[config.mk]
export PLATFORM = sky130hd
export DESIGN_NAME = cover_toggle_report_sched
export DESIGN_NICKNAME = d
export VERILOG_FILES = /design/src/rtl/cover_sched_pkg.sv /design/src/rtl/cover_toggle_report_sched_rr_pick.sv /design/src/rtl/cover_toggle_report_sched.sv
export SDC_FILE = /design/constraint.sdc
export NUM_CORES = 1
export LEC_CHECK = 0
export CAP_MARGIN = 20
export CORE_ASPECT_RATIO = 0.5
export CORE_UTILIZATION = 57
export CTS_CLUSTER_SIZE = 16
export DETAILED_ROUTE_END_ITERATION = 8
export PLACE_DENSITY_LB_ADDON = 0.05
export RECOVER_POWER = 100
export SLEW_MARGIN = 5
export SYNTH_ARGS = -nofsm -noshare
export SYNTH_HDL_FRONTEND = slang
export SYNTH_HIERARCHICAL = 1
export SYNTH_SLANG_ARGS = --single-unit
export TNS_END_PERCENT = 100
[constraint.sdc]
create_clock -name i_clock -period 10.4 [get_ports i_clock]
set_input_delay 2.08 -clock i_clock [delete_from_list [all_inputs] [get_ports i_clock]]
set_output_delay 2.08 -clock i_clock [all_outputs]
set_load 0.1 [all_outputs]
[src/rtl/cover_sched_pkg.sv]
// Shared types and helpers for the toggle-coverage report scheduler.
package cover_sched_pkg;

    // Flush sequencing states
    typedef enum logic [1:0] {
        RUN   = 2'd0,
        FLUSH = 2'd1,
        DONE  = 2'd2
    } state_t;

    // Global cover index as seen by the reporting back end
    typedef logic [63:0] cover_index_t;

    // Bits needed to encode values 0..n-1, never less than one bit
    function automatic int clog2_width(input int n);
        return (n <= 2) ? 1 : $clog2(n);
    endfunction

endpackage

[src/rtl/cover_toggle_report_sched_rr_pick.sv]
// Combinational round-robin picker: first set request at or after ptr, wrapping.
module rr_pick
    import cover_sched_pkg::*;
#(
    parameter int N     = 20,
    parameter int PTR_W = 5
) (
    input  logic [N-1:0]     i_req,
    input  logic [PTR_W-1:0] i_ptr,
    output logic             o_gnt_valid,
    output logic [PTR_W-1:0] o_gnt_idx
);

    logic [N-1:0]   w_mask;
    logic [2*N-1:0] w_dbl;
    int             w_sel;

    // Lower copy keeps only bits >= ptr; upper copy supplies the wrapped bits
    always_comb begin
        // NOTE: every output of a combinational block is assigned a default first so no latch is inferred.
        w_mask = '0;
        w_sel  = 0;
        for (int i = 0; i < N; i++) begin
            w_mask[i] = (i >= int'(i_ptr));
        end
        w_dbl = {i_req, i_req & w_mask};
        // Scan downwards so the lowest set position wins
        for (int i = 2 * N - 1; i >= 0; i--) begin
            if (w_dbl[i]) w_sel = i;
        end
        o_gnt_valid = |i_req;
        o_gnt_idx   = (w_sel >= N) ? PTR_W'(w_sel - N) : PTR_W'(w_sel);
    end

endmodule

[src/rtl/cover_toggle_report_sched.sv]
// Toggle-coverage hit collector: dedups hits into a sticky pending bitmap and
// serialises them round-robin onto one valid/ready report port, with flush support.
module cover_toggle_report_sched
    import cover_sched_pkg::*;
#(
    parameter int              NUM_GROUPS  = 4,
    parameter int              GROUP_WIDTH = 5,
    parameter longint unsigned COVER_INDEX = 64'd0,
    parameter longint unsigned COVER_TOTAL = 64'd10906
) (
    input  logic                                                   i_clock,
    input  logic                                                   i_reset,
    input  logic                                                   i_enable,
    input  logic [NUM_GROUPS*GROUP_WIDTH-1:0]                      i_valid,
    input  logic                                                   i_rearm,
    input  logic                                                   i_flush_req,
    output logic                                                   o_flush_done,
    output logic                                                   o_out_valid,
    input  logic                                                   i_out_ready,
    output logic [63:0]                                            o_out_index,
    output logic [clog2_width(NUM_GROUPS*GROUP_WIDTH+1)-1:0]       o_pending_cnt
);

    localparam int N     = NUM_GROUPS * GROUP_WIDTH;
    localparam int PW    = clog2_width(N + 1);
    localparam int PTR_W = clog2_width(N);

    // Elaboration-time sanity check on the global index range
    if (COVER_INDEX + 64'(N) > COVER_TOTAL) begin : g_range_check
        $fatal(1, "cover_toggle_report_sched: COVER_INDEX+N exceeds COVER_TOTAL");
    end

    state_t             r_state;
    logic [N-1:0]       r_pending;
    logic [N-1:0]       r_seen;
    logic [PTR_W-1:0]   r_ptr;
    logic               r_out_valid;
    cover_index_t       r_out_index;
    logic [PW-1:0]      r_pending_cnt;
    logic               r_flush_done;

    logic [N-1:0]       w_new;
    logic               w_load;
    logic               w_pick;
    logic [N-1:0]       w_pick_oh;
    logic [N-1:0]       w_pending_nxt;
    logic               w_gnt_valid;
    logic [PTR_W-1:0]   w_gnt_idx;
    logic [PTR_W-1:0]   w_ptr_nxt;

    rr_pick #(
        .N     (N),
        .PTR_W (PTR_W)
    ) u_rr_pick (
        .i_req       (r_pending),
        .i_ptr       (r_ptr),
        .o_gnt_valid (w_gnt_valid),
        .o_gnt_idx   (w_gnt_idx)
    );

    // Next-state terms: fresh hits, output-register load, and the pending update
    always_comb begin
        w_new     = i_valid & ~r_seen & {N{i_enable && (r_state == RUN)}};
        w_load    = !r_out_valid || i_out_ready;
        w_pick    = w_load && w_gnt_valid;
        w_pick_oh = '0;
        if (w_pick) w_pick_oh[w_gnt_idx] = 1'b1;
        // Picker only sees pre-edge pending, so this edge's captures wait a cycle
        w_pending_nxt = (r_pending & ~w_pick_oh) | w_new;
        w_ptr_nxt     = (w_gnt_idx == PTR_W'(N - 1)) ? '0 : w_gnt_idx + PTR_W'(1);
    end

    // Pending/seen bitmaps, round-robin pointer, output register and popcount
    always_ff @(posedge i_clock) begin
        if (i_reset) begin
            r_pending     <= '0;
            r_seen        <= '0;
            r_ptr         <= '0;
            r_out_valid   <= 1'b0;
            r_out_index   <= '0;
            r_pending_cnt <= '0;
        end else begin
            // NOTE: sequential state uses non-blocking assignments so every register samples pre-edge values.
            r_pending <= w_pending_nxt;
            // Rearm keeps whatever is still pending deduplicated
            r_seen    <= i_rearm ? w_pending_nxt : (r_seen | w_new);
            if (w_pick) r_ptr <= w_ptr_nxt;
            if (w_load) begin
                r_out_valid <= w_gnt_valid;
                if (w_gnt_valid) r_out_index <= COVER_INDEX + cover_index_t'(w_gnt_idx);
            end
            r_pending_cnt <= PW'($countones(w_pending_nxt));
        end
    end

    // Flush sequencer with registered done flag
    always_ff @(posedge i_clock) begin
        if (i_reset) begin
            r_state      <= RUN;
            r_flush_done <= 1'b0;
        end else begin
            case (r_state)
                RUN: begin
                    if (i_flush_req) r_state <= FLUSH;
                end
                FLUSH: begin
                    if ((r_pending == '0) && w_load) begin
                        r_state      <= DONE;
                        r_flush_done <= 1'b1;
                    end
                end
                DONE: begin
                    if (!i_flush_req) begin
                        r_state      <= RUN;
                        r_flush_done <= 1'b0;
                    end
                end
                default: begin
                    r_state      <= RUN;
                    r_flush_done <= 1'b0;
                end
            endcase
        end
    end

    assign o_flush_done  = r_flush_done;
    assign o_out_valid   = r_out_valid;
    assign o_out_index   = r_out_index;
    assign o_pending_cnt = r_pending_cnt;

endmodule

; After elaboration in Yosys (flattened, before gate mapping)
; Cells that the tools add are included.
[totals]
register_bits = 59
input_bits = 26
output_inout_bits = 71
wordCells = 132
[op_classes]
add_sub_neg = 21
magnitude_cmp = 23
n_eq_ne = 6
muxes = 53
n_bitwise = 9
n_reduce_logical = 12
[op_table]
columns = op, n
row1 = $mux 6, 40
row2 = $and 20x20->20, 4
row3 = $ge 4x5->1 const A, 8
row4 = $mux 20, 2
row5 = $not 20->20, 2
row6 = $or 20x20->20, 2
row7 = $add 1x1->2, 10
row8 = $ge 3x5->1 const A, 4
row9 = $ge 5x5->1 const A, 4
row10 = $logic_not 20->1, 1
row11 = $reduce_or 20->1, 1
row12 = $add 2x2->3, 5
row13 = $ge 1x5->1 const A, 2
row14 = $ge 2x5->1 const A, 2
row15 = $mux 5, 2
row16 = $add 3x3->4, 2
row17 = $ge 6x5->1 const B, 1
row18 = $lt 5x6->1 const B, 1
row19 = $mux 2, 3
row20 = $ne 2x2->1 const B, 3
row21 = $pmux 2 s3, 1
row22 = $reduce_and 3->1, 2
row23 = $add 4x4->5, 1
row24 = $add 5x1->5 const B, 1
row25 = other kinds (15), 20

; Longest topological paths before layout
; Gate-level depths: netlist (run 1).
[depth]
ltp_word = 55
depth_mapped = 31
depth_no_buf = 28

; Cells and area by module
; The synthesis (run 1) kept the hierarchy.
[modules_own_cells]
columns = mod, n_inst, cells_per_inst, area_each_um2
row1 = cover_toggle_report_sched, 1, 415, 3701.0
row2 = rr_pick, 1, 170, 1133.6

; Worst setup path before layout (run 1)
; No wires, ideal clock.
[synth_timing]
path_kind = register to register
startpoint = register r_pending[18]
endpoint = register r_pending_cnt[3] (netlist: o_pending_cnt[3])
setup_time_ns = 0.121
arrival_time_ns = 6.871
setup_slack_ns = 3.408
path_stages_with_launch = 30
n_path_buf = 2
synth_period_minus_slack_ns = 6.992
path_cell_list = dfxtp_1 -> or4_4 -> a21oi_1 -> o21ai_0 -> nand2_1 -> a21oi_1 -> o311a_1 -> ha_1 -> nand2_1 -> a21oi_2 -> a211oi_2 -> xnor2_1 -> buf_4 -> or3_1 -> clkbuf_2 -> o31ai_1 -> nand2_1 -> fa_1 -> inv_1 -> fa_1 -> inv_1 -> fa_1 -> fa_1 -> inv_1 -> fa_1 -> inv_1 -> ha_1 -> a21o_1 -> a21oi_1 -> mux2_2
[synth_via]
elab_chain_cells = 54
elab_cells_between_ends = 73
classes_between = add/sub: 20 / order compare: 3 / mux: 43 / bitwise: 4 / reduce/logical: 3
[synth_lines]
columns = element, line_no
row1 = start: declaration, cover_toggle_report_sched.sv:34  ; logic [N-1:0] r_pending;
row2 = start signal: assignment, cover_toggle_report_sched.sv:84  ; r_pending <= w_pending_nxt;
row3 = $mux 6 (20 in a row), cover_toggle_report_sched_rr_pick.sv:29  ; if (w_dbl[i]) w_sel = i;
row4 = $mux 6 (*) (19 in a row), cover_toggle_report_sched_rr_pick.sv:29
row5 = $sub 5x5->5 or $ge 6x5->1 (tied branches), cover_toggle_report_sched_rr_pick.sv:32  ; o_gnt_idx = (w_sel >= N) ? PTR_W'(w_sel - N) : PTR_W'(w_sel);
row6 = $mux 5 (*), cover_toggle_report_sched_rr_pick.sv:32
row7 = net w_gnt_idx[2], cover_toggle_report_sched.sv:48  ; logic [PTR_W-1:0] w_gnt_idx;
row8 = $lt 5x6->1 (not written as such) or $ge 5x1->1 (tied branches), cover_toggle_report_sched.sv:67  ; if (w_pick) w_pick_oh[w_gnt_idx] = 1'b1;
row9 = $logic_and 1x1->1 (not written as such), cover_toggle_report_sched.sv:67
row10 = $mux 1 (not written as such), cover_toggle_report_sched.sv:67
row11 = [3 not listed], n/a
row12 = $and 20x20->20 (*), cover_toggle_report_sched.sv:69  ; w_pending_nxt = (r_pending & ~w_pick_oh) | w_new;
row13 = $or 20x20->20 (*), cover_toggle_report_sched.sv:69
row14 = net w_pending_nxt[1], cover_toggle_report_sched.sv:46  ; logic [N-1:0] w_pending_nxt;
row15 = $add 1x1->2 (not written as such) (*), cover_toggle_report_sched.sv:92  ; r_pending_cnt <= PW'($countones(w_pending_nxt));
row16 = $add 2x2->3 (not written as such) (*), cover_toggle_report_sched.sv:92
row17 = $add 3x3->4 (not written as such) (*), cover_toggle_report_sched.sv:92
row18 = $add 4x4->5 (not written as such) (*), cover_toggle_report_sched.sv:92
row19 = $add 5x3->5 (not written as such) (*), cover_toggle_report_sched.sv:92
row20 = end signal: assignment, cover_toggle_report_sched.sv:92
row21 = end: declaration, cover_toggle_report_sched.sv:39  ; logic [PW-1:0] r_pending_cnt;
; The timed path passes the listed nets; every way through them passes the cells marked *.
; A chain may end at the register's enable or synchronous reset.

; Final worst setup path (run 1)
[layout_timing]
startpoint = register r_ptr[4]
endpoint = register r_pending_cnt[3] (netlist: o_pending_cnt[3])
[layout_via]
elab_chain_cells = 37
elab_cells_between_ends = 72
classes_between = add/sub: 20 / order compare: 23 / mux: 24 / bitwise: 4 / reduce/logical: 1
[layout_lines]
columns = element, line_no
row1 = start: declaration, cover_toggle_report_sched.sv:36  ; logic [PTR_W-1:0] r_ptr;
row2 = start signal: assignment, cover_toggle_report_sched.sv:87  ; if (w_pick) r_ptr <= w_ptr_nxt;
row3 = $ge 5x5->1, cover_toggle_report_sched_rr_pick.sv:24  ; w_mask[i] = (i >= int'(i_ptr));
row4 = $and 20x20->20 (*), cover_toggle_report_sched_rr_pick.sv:26  ; w_dbl = {i_req, i_req & w_mask};
row5 = $mux 6 (19 in a row), cover_toggle_report_sched_rr_pick.sv:29
row6 = $mux 6 (*), cover_toggle_report_sched_rr_pick.sv:29
row7 = $sub 5x5->5 or $ge 6x5->1 (tied branches), cover_toggle_report_sched_rr_pick.sv:32
row8 = $mux 5 (*), cover_toggle_report_sched_rr_pick.sv:32
row9 = net w_gnt_idx[3], cover_toggle_report_sched.sv:48
row10 = $lt 5x6->1 (not written as such) or $ge 5x1->1 (tied branches), cover_toggle_report_sched.sv:67
row11 = [4 not listed], n/a
row12 = $not 20->20 (*), cover_toggle_report_sched.sv:69
row13 = $and 20x20->20 (*), cover_toggle_report_sched.sv:69
row14 = $or 20x20->20 (*), cover_toggle_report_sched.sv:69
row15 = $add 1x1->2 (not written as such), cover_toggle_report_sched.sv:92
row16 = $add 2x2->3 (not written as such), cover_toggle_report_sched.sv:92
row17 = $add 3x3->4 (not written as such), cover_toggle_report_sched.sv:92
row18 = $add 4x4->5 (not written as such), cover_toggle_report_sched.sv:92
row19 = $add 5x3->5 (not written as such) (*), cover_toggle_report_sched.sv:92
; Marks and branches as above.

==> results of run 1 <==
[state kept, by name (all words and copies together) (netlist names)]
| register | count |
|---|---|
| r_pending | 20 |
| r_seen | 20 |
| o_out_index | 5 |
| o_pending_cnt | 5 |
| r_ptr | 5 |
| r_state | 2 |
| o_flush_done | 1 |
| o_out_valid | 1 |
[layer usage]
metal	vias up	wire length (um)	GRT usage, %
met5	-	0	0
met4	0	172	8.33
met3	22	1250	7.08
met2	264	5730	48.1
met1	2113	5790	40.6
li1	2052	-	-
[tightest hold or removal path, delay by kind of cell (launching register included)]
family	cells	cell delay, ps
AO/OA/AOI/OAI	2	120
flip-flops	1	300
[stage by stage]
step                cell area, um2  hold slack, ps  std cells
finish                        5240             473        716
global route                  5240             499        716
CTS                           5280             478        716
detailed placement            4940             470        700
global placement              4940             464        700
floorplan                     5050             463        643
[area by class of cell]
type	instances	area (um2)
Clock buffer	11	243
Inverter	32	120
Multi-Input combinational cell	456	3070
Clock inverter	5	100
Sequential cell	59	1180
Fill cell	745	2870
Timing Repair Buffer	41	392
Tap cell	112	140
[power groups by stage]
stage / Clock (uW) / Combinational, uW / Sequential, uW
5_1_grt: 357 / 1240 / 357
3_3_place_gp: 0 / 1120 / 353
4_1_cts: 347 / 1130 / 349
2_1_floorplan: 0 / 896 / 394
6_report: 344 / 1110 / 351
3_5_place_dp: 0 / 1110 / 354
[layout by cell type, fill, tap and decap left out, types with 4 or more instances in the layout]
master,Yosys,routed
a211oi_1,3,4
a21o_1,4,4
a21oi_1,45,46
a31oi_1,21,21
and2_1,9,8
clkbuf_16,0,9
clkdlybuf4s50_1,0,23
conb_1,1,59
dfxtp_1,59,59
dlygate4sd3_1,0,13
fa_1,14,14
ha_1,13,13
inv_1,32,32
nand2_1,32,32
nand2b_1,23,23
nand3_1,16,16
nand3b_1,24,24
nor2_1,23,23
nor2b_1,14,13
nor3_1,8,8
nor4_1,7,7
o211ai_1,5,5
o21ai_0,24,24
o311ai_0,8,20
o31ai_1,20,23
or2_2,4,4
[kinds of logic (layout without fill, tap and decap cells)]
logic type / count (synthesis) / after routing
xor+xnor: 2 / 2
other cells: 1 / 59
compound gates: 181 / 181
simple gates: 184 / 184
flops: 59 / 59
mux: 3 / 3
fa+ha+maj: 27 / 27
buf+inv: 128 / 89
[final timing paths]
check	cells past startpoint	startpoint	endpoint	slack [ps]
max	25	r_ptr[4]	o_pending_cnt[3]	2260
min	2	o_out_index[1]	o_out_index[1]	470
max reg2reg	25	r_ptr[4]	o_pending_cnt[3]	2260
min reg2reg	2	o_out_index[1]	o_out_index[1]	470
==> reports/results.ini, run 1 <==
[run_status]
status=finished, violations left
violations=capacitance limit, slew limit

[logic_synthesis]
synthTopCellsByArea=dfxtp_1, buf_4, fa_1
synth-seq-cells=59
synth_most_common_cell=buf_4
ys_top_cells_by_count=buf_4, dfxtp_1, a21oi_1, inv_1, nand2_1
synth_cell_type_count=77
synth_flop_cell=dfxtp_1
synth_xor_xnor_area_share_pct=0.362
synth_edf_count=0
synth_fa_ha_area_share_pct=9.16
seq_area_frac_synth_pct=24.4
avgSynthCellArea_um2=8.26
synth_area_um2=4830
muxShareOfSynthArea_pct=0.673
syn_inst=585
synth_top_family_by_area=compound AO/OA/AOI/OAI gates
synth_top_cell_area_share_pct=24.4
synth_top_cell_by_area=dfxtp_1
synth_compound_area_share_pct=27.0
synth-simple-area-share_pct=22.0
yosys_warnings=6
async_flop_share_pct=0

[timing]
skew_ps=5.66
relSlewSlack_pct=-30.8
period_needed_ps=8140
hold_viol_final=0
slew_viol_final=49
finalSetupViolCount=0
fin_crit_sh_pct=78.3
rsz0062_at_grt=no
tns_ps=0
setup_ws_ps=2260
fmax_mhz=123
worstMarginPinSlew_ps=1960

[critical_path]
worstPathMaxFanout=18
crit_buf_inv=4
crit_family=adder cells
setup.worst_path.end_class=flop
crit_slowest_cell=dfxtp_1
required_ps=10610
worst_path_most_repeated_cell=fa_1
critPathKind=reg2reg
critPathMaxStageDelay_ps=760
start_kind=flop
cp.arrival_ps=8360

[pwr]
power_frac_seq_pct=19.4
combinationalPowerShare_pct=61.6
switching_share_pct=51.3
clockPowerShare_pct=19.0
powerDensity_nw_per_um2=345
p_switching_uw=928
vdd_drop_max_uv=281
p_leak_uw=0.00210
internal_power_uw=880
total_power_uw=1810

[clock_tree]
clkTransAtPathRegs_ps=50
cts_resized=0
clk_path_buf_depth=2
postCtsHoldBufs=0
cts_made_buffers=9
cts_setup_buffers=0
root_buffer=clkbuf_16
numClockSinks=59
cts_tree=done
clk_latency_ps=330
cts.htree.levels=3

[die]
rows=23
core_um2=8120
boundaryPins=97
die_y_um=67.1
dieArea_um2=8880
die_w_um=132
initial_core_util_pct=59.6

[routing]
dr.pass1.iters=7
vias=4451
drtIter0Drc=341
ant_nets=0
wl_per_cell_um=18.1
routed_wl_um=12900
drc=0
drt-vias-per-instance=6.22

[placed_design]
io_buffers=37
post-place-ws_ps=2480
gp_congestion=1.01
dp_hpwl_um=9200

[run]
drv_cap=1

[layout]
syn_to_final_growth_pct=8.46
nets=652
final_util_pct=64.6
antenna_cells=0
drive_gt1_share_pct=6.79

[global_route]
first_global_vias=3932
antenna_found_initial=0
grt_pass1_wl_um=20400
grt_usage_pct=30.0
grt_overflow=0
grt_max_degree=63

[min_path]
holdCritPathClass=reg2reg

Note: power is estimated with default switching activity, not from simulation.
==> run 2: changes to the inputs <==
- CORE_UTILIZATION: 57 -> 53
- clock period: 10.4 -> 8.07 ns (I/O delays scaled with it)
==> reports/results.ini, run 2 (synthesized netlist as in run 1, its figures left out) <==
[global_route]
antenna_found_initial=0
first_global_vias=4063
grt_pass1_wl_um=22200
grt_max_degree=63
grt_overflow=0
grt_usage_pct=30.7

[critical_path]
cp.arrival_ps=7810
start_kind=flop
required_ps=8290
setup.worst_path.end_class=flop
worstPathMaxFanout=13
critPathKind=reg2reg

[routing]
drc=0
drt-vias-per-instance=6.09
wl_per_cell_um=18.4
ant_nets=0
routed_wl_um=13700
vias=4541
drtIter0Drc=590
dr.pass1.iters=7

[die]
die_y_um=69.5
die_w_um=137
rows=24
initial_core_util_pct=55.1
dieArea_um2=9530
boundaryPins=97
core_um2=8770

[clock_tree]
clk_path_buf_depth=2
clk_latency_ps=330
cts.htree.levels=3
numClockSinks=59
root_buffer=clkbuf_16
clkTransAtPathRegs_ps=60
cts_tree=done
cts_made_buffers=9
postCtsHoldBufs=0

[timing]
fin_crit_sh_pct=94.0
tns_ps=0
whs_ps=475
period_needed_ps=7590
skew_ps=4.35
worstMarginPinSlew_ps=999
fmax_mhz=132
finalSetupViolCount=0
slew_viol_final=0
hold_viol_final=0
rsz0062_at_grt=no
relSlewSlack_pct=33.2

[layout]
top_regs=r_pending x20, r_seen x20
regArea_um2=1180
antenna_cells=0
fillers=826
final_common_cell=conb_1
drive_gt1_share_pct=10.3
multiInputGateArea_um2=3070
nets=677
layout_common_cells=conb_1, dfxtp_1, a21oi_1
syn_to_final_growth_pct=10.8

[pwr]
vdd_drop_max_uv=499
total_power_uw=2360
p_leak_uw=0.00217
powerDensity_nw_per_um2=440

[placed_design]
io_buffers=37
dp_hpwl_um=10100
gp_congestion=0.977

[run]
drv_cap=0

[run_status]
status=complete, no violations

[min_path]
holdCritPathClass=reg2reg

==> run 2: changes by cell type in the layout (fill, tap and decap cells not counted), moves of 2 or more <==
| cell | before | now |
|---|---|---|
| clkinv_4 | 0 | 2 |
| inv_6 | 0 | 2 |
| bufinv_16 | 3 | 0 |
| buf_4 | 3 | 24 |
| dfxtp_1 | 59 | 57 |
| dfxtp_2 | 0 | 2 |
| clkbuf_1 | 2 | 5 |
==> run 2: layout make-up <==
cell class                      instances  area share, %
Clock inverter                          7          0.981
Tap cell                              117           2.73
Multi-Input combinational cell        456           57.2
Inverter                               32           2.24
Timing Repair Buffer                   66           10.5
Clock buffer                            9           4.20
Sequential cell                        59           22.1
==> run 2: timing repair <==
action                     CTS  global route
setup buffers                0             0
setup endpoints to repair    0             2
gates resized for setup      0             2
==> run 2: worst max-delay path, stage by stage, from the launching register on <==
cell and delay (ps):
dfxtp_1 680, buf_4 260, nand3b_1 110, a32o_1 340
nand4b_1 210, a21o_1 220, ha_1 200, nand2_1 60
a21oi_1 50, a211oi_2 320, mux2i_1 520, or3b_1 530
o31ai_1 300, and2_0 190, fa_1 450, fa_1 380
inv_1 80, fa_1 440, fa_1 540, inv_1 50
fa_1 580, inv_1 60, ha_1 280, a21o_1 150
a21oi_1 150, mux2_2 340
==> run 2: metal layers <==
| layer | vias up | part of all wire, % | GRT usage (%) |
|---|---|---|---|
| li1 | 2097 | - | - |
| met1 | 2156 | 48 | 47.0 |
| met2 | 267 | 40 | 42.4 |
| met3 | 21 | 11 | 8.63 |
| met4 | 0 | 1.1 | 5.01 |
| met5 | - | 0 | 0 |
==> run 2: path summary, 6_finish.rpt <==
check,from,endpoint,slack [ps],depth (start not counted)
setup / recovery,r_ptr[2],o_pending_cnt[3],480,25
hold / removal,o_out_index[4],o_out_index[4],480,2
setup reg to reg,r_ptr[2],o_pending_cnt[3],480,25
hold reg to reg,o_out_index[4],o_out_index[4],480,2
==> run 2: metrics by stage <==
| stage | utilization [%] | instance area (um2) | std cells | setup WS (ps) |
|---|---|---|---|---|
| CTS | 61.6 | 5400 | 746 | 488 |
| floorplan | - | 5050 | 643 | 1080 |
| finish | 61.1 | 5360 | 746 | 483 |
| global placement | 58.4 | 5120 | 730 | 658 |
| detailed placement | 58.4 | 5120 | 730 | 504 |
| global route | 61.1 | 5360 | 746 | 44.9 |
==> run 2: power breakdown <==
group / total, uW / internal [uW] / switching, uW
registers: 422 / 348 / 74.2
logic: 1580 / 528 / 1050
clock network: 361 / 210 / 152
==> run 3: changes to the inputs <==
- CAP_MARGIN: 20 -> default
- CTS_CLUSTER_SIZE: 16 -> 24
- PLACE_DENSITY: default -> 0.9
- PLACE_DENSITY_LB_ADDON: 0.05 -> default
==> reports/results.ini, run 3 (synthesized netlist as in run 1, its figures left out) <==
[run_status]
status=finished, violations left
violations=capacitance limit, slew limit

[timing]
fin_crit_sh_pct=96.5
rsz0062_at_grt=no
relSlewSlack_pct=-20.5
slew_viol_final=26
hold_viol_final=0
tns_ps=0
worstMarginPinSlew_ps=1800
finalSetupViolCount=0
period_needed_ps=7790
fmax_mhz=128
skew_ps=4.90

[critical_path]
r2r_cells=28
setup.worst_path.end_class=flop
start_kind=flop
critPathKind=reg2reg
critPathMaxStageDelay_ps=590
crit_slowest_cell=or4_1
required_ps=8290
worst_path_most_repeated_cell=fa_1
path_depth=28
cp.arrival_ps=8010
crit_buf_inv=5
worstPathMaxFanout=12
crit_family=adder cells

[routing]
ant_nets=0
drt-vias-per-instance=6.45
drtIter0Drc=720
wl_per_cell_um=19.3
vias=4755
routed_wl_um=14200
drc=0
dr.pass1.iters=8

[die]
dieArea_um2=9530
core_um2=8770
boundaryPins=97
die_w_um=137
initial_core_util_pct=55.1
rows=24
die_y_um=69.5

[clock_tree]
clk_path_buf_depth=2
clk_latency_ps=330
cts_tree=done
cts_made_buffers=9
numClockSinks=59
cts.htree.levels=3
root_buffer=clkbuf_16
clkTransAtPathRegs_ps=50

[layout]
layout_common_cells=conb_1, dfxtp_1, a21oi_1
top_regs=r_pending x20, r_seen x20
syn_to_final_growth_pct=10.6
final_util_pct=61.0
final_common_cell=conb_1
drive_gt1_share_pct=9.35
nets=668
antenna_cells=0

[min_path]
holdCritPathClass=reg2reg
hold_depth=2

[pwr]
p_switching_uw=1260
internal_power_uw=1130
switching_share_pct=52.8
power_frac_seq_pct=17.6
clockPowerShare_pct=15.8
vdd_drop_max_uv=293
p_leak_uw=0.00216
combinationalPowerShare_pct=66.7
powerDensity_nw_per_um2=447

[global_route]
grt_overflow=0
first_global_vias=4416
grt_max_degree=63
grt_usage_pct=30.9
grt_pass1_wl_um=22700
antenna_found_initial=0

[placed_design]
dp_hpwl_um=9630
gp_congestion=0.967
io_buffers=37

[run]
drv_cap=1

[run 3: timing repair]
item,CTS,global route
setup buffers,0,0
hold buffers,0,0
resized for setup,0,5
endpoints found under the setup margin,0,3
[run 3: metrics by stage]
step	power (uW)	worst slack, ps	cell area (um2)	cells	hold WS, ps
3_5_place_dp	1940	529	5070	721	471
3_3_place_gp	1880	721	5070	721	461
2_1_floorplan	1660	1080	5050	643	463
6_report	2390	281	5350	737	474
5_1_grt	2550	8.19	5350	737	509
4_1_cts	2350	383	5360	737	477
[run 3: worst register-to-register path, delay by kind of cell (launching register included)]
kind,cells,cell delay (ps)
simple gates,5,1420
flops,1,500
mux,2,480
buf+inv,5,470
compound gates,9,1770
fa+ha+maj,7,3040
[run 3: power by group through the flow]
stage | Clock [uW] | Combinational (uW) | Sequential [uW]
finish | 377 | 1590 | 420
global route | 390 | 1730 | 424
CTS | 376 | 1560 | 416
detailed placement | 0 | 1520 | 422
global placement | 0 | 1460 | 418
floorplan | 0 | 1160 | 508
[run 3: worst paths after layout]
check,start,end,slack [ps]
hold / removal,o_out_index[1],o_out_index[1],470
hold reg to reg,o_out_index[1],o_out_index[1],470
setup reg to reg,r_pending[9],o_pending_cnt[3],280
setup / recovery,r_pending[9],o_pending_cnt[3],280
[run 3: layer usage]
metal	part of all wire, %	track usage (%)
met5	0	0
met4	4.4	14.9
met3	13	7.82
met2	44	47.0
met1	39	40.9
[run 3: layout make-up]
type / count / area, um2
fill: 709 / 3420
tap: 117 / 146
timing repair buffer: 57 / 517
clock buffer: 14 / 254
multi-input combinational: 456 / 3090
sequential: 59 / 1180
clock inverter: 2 / 35.0
inverter: 32 / 120
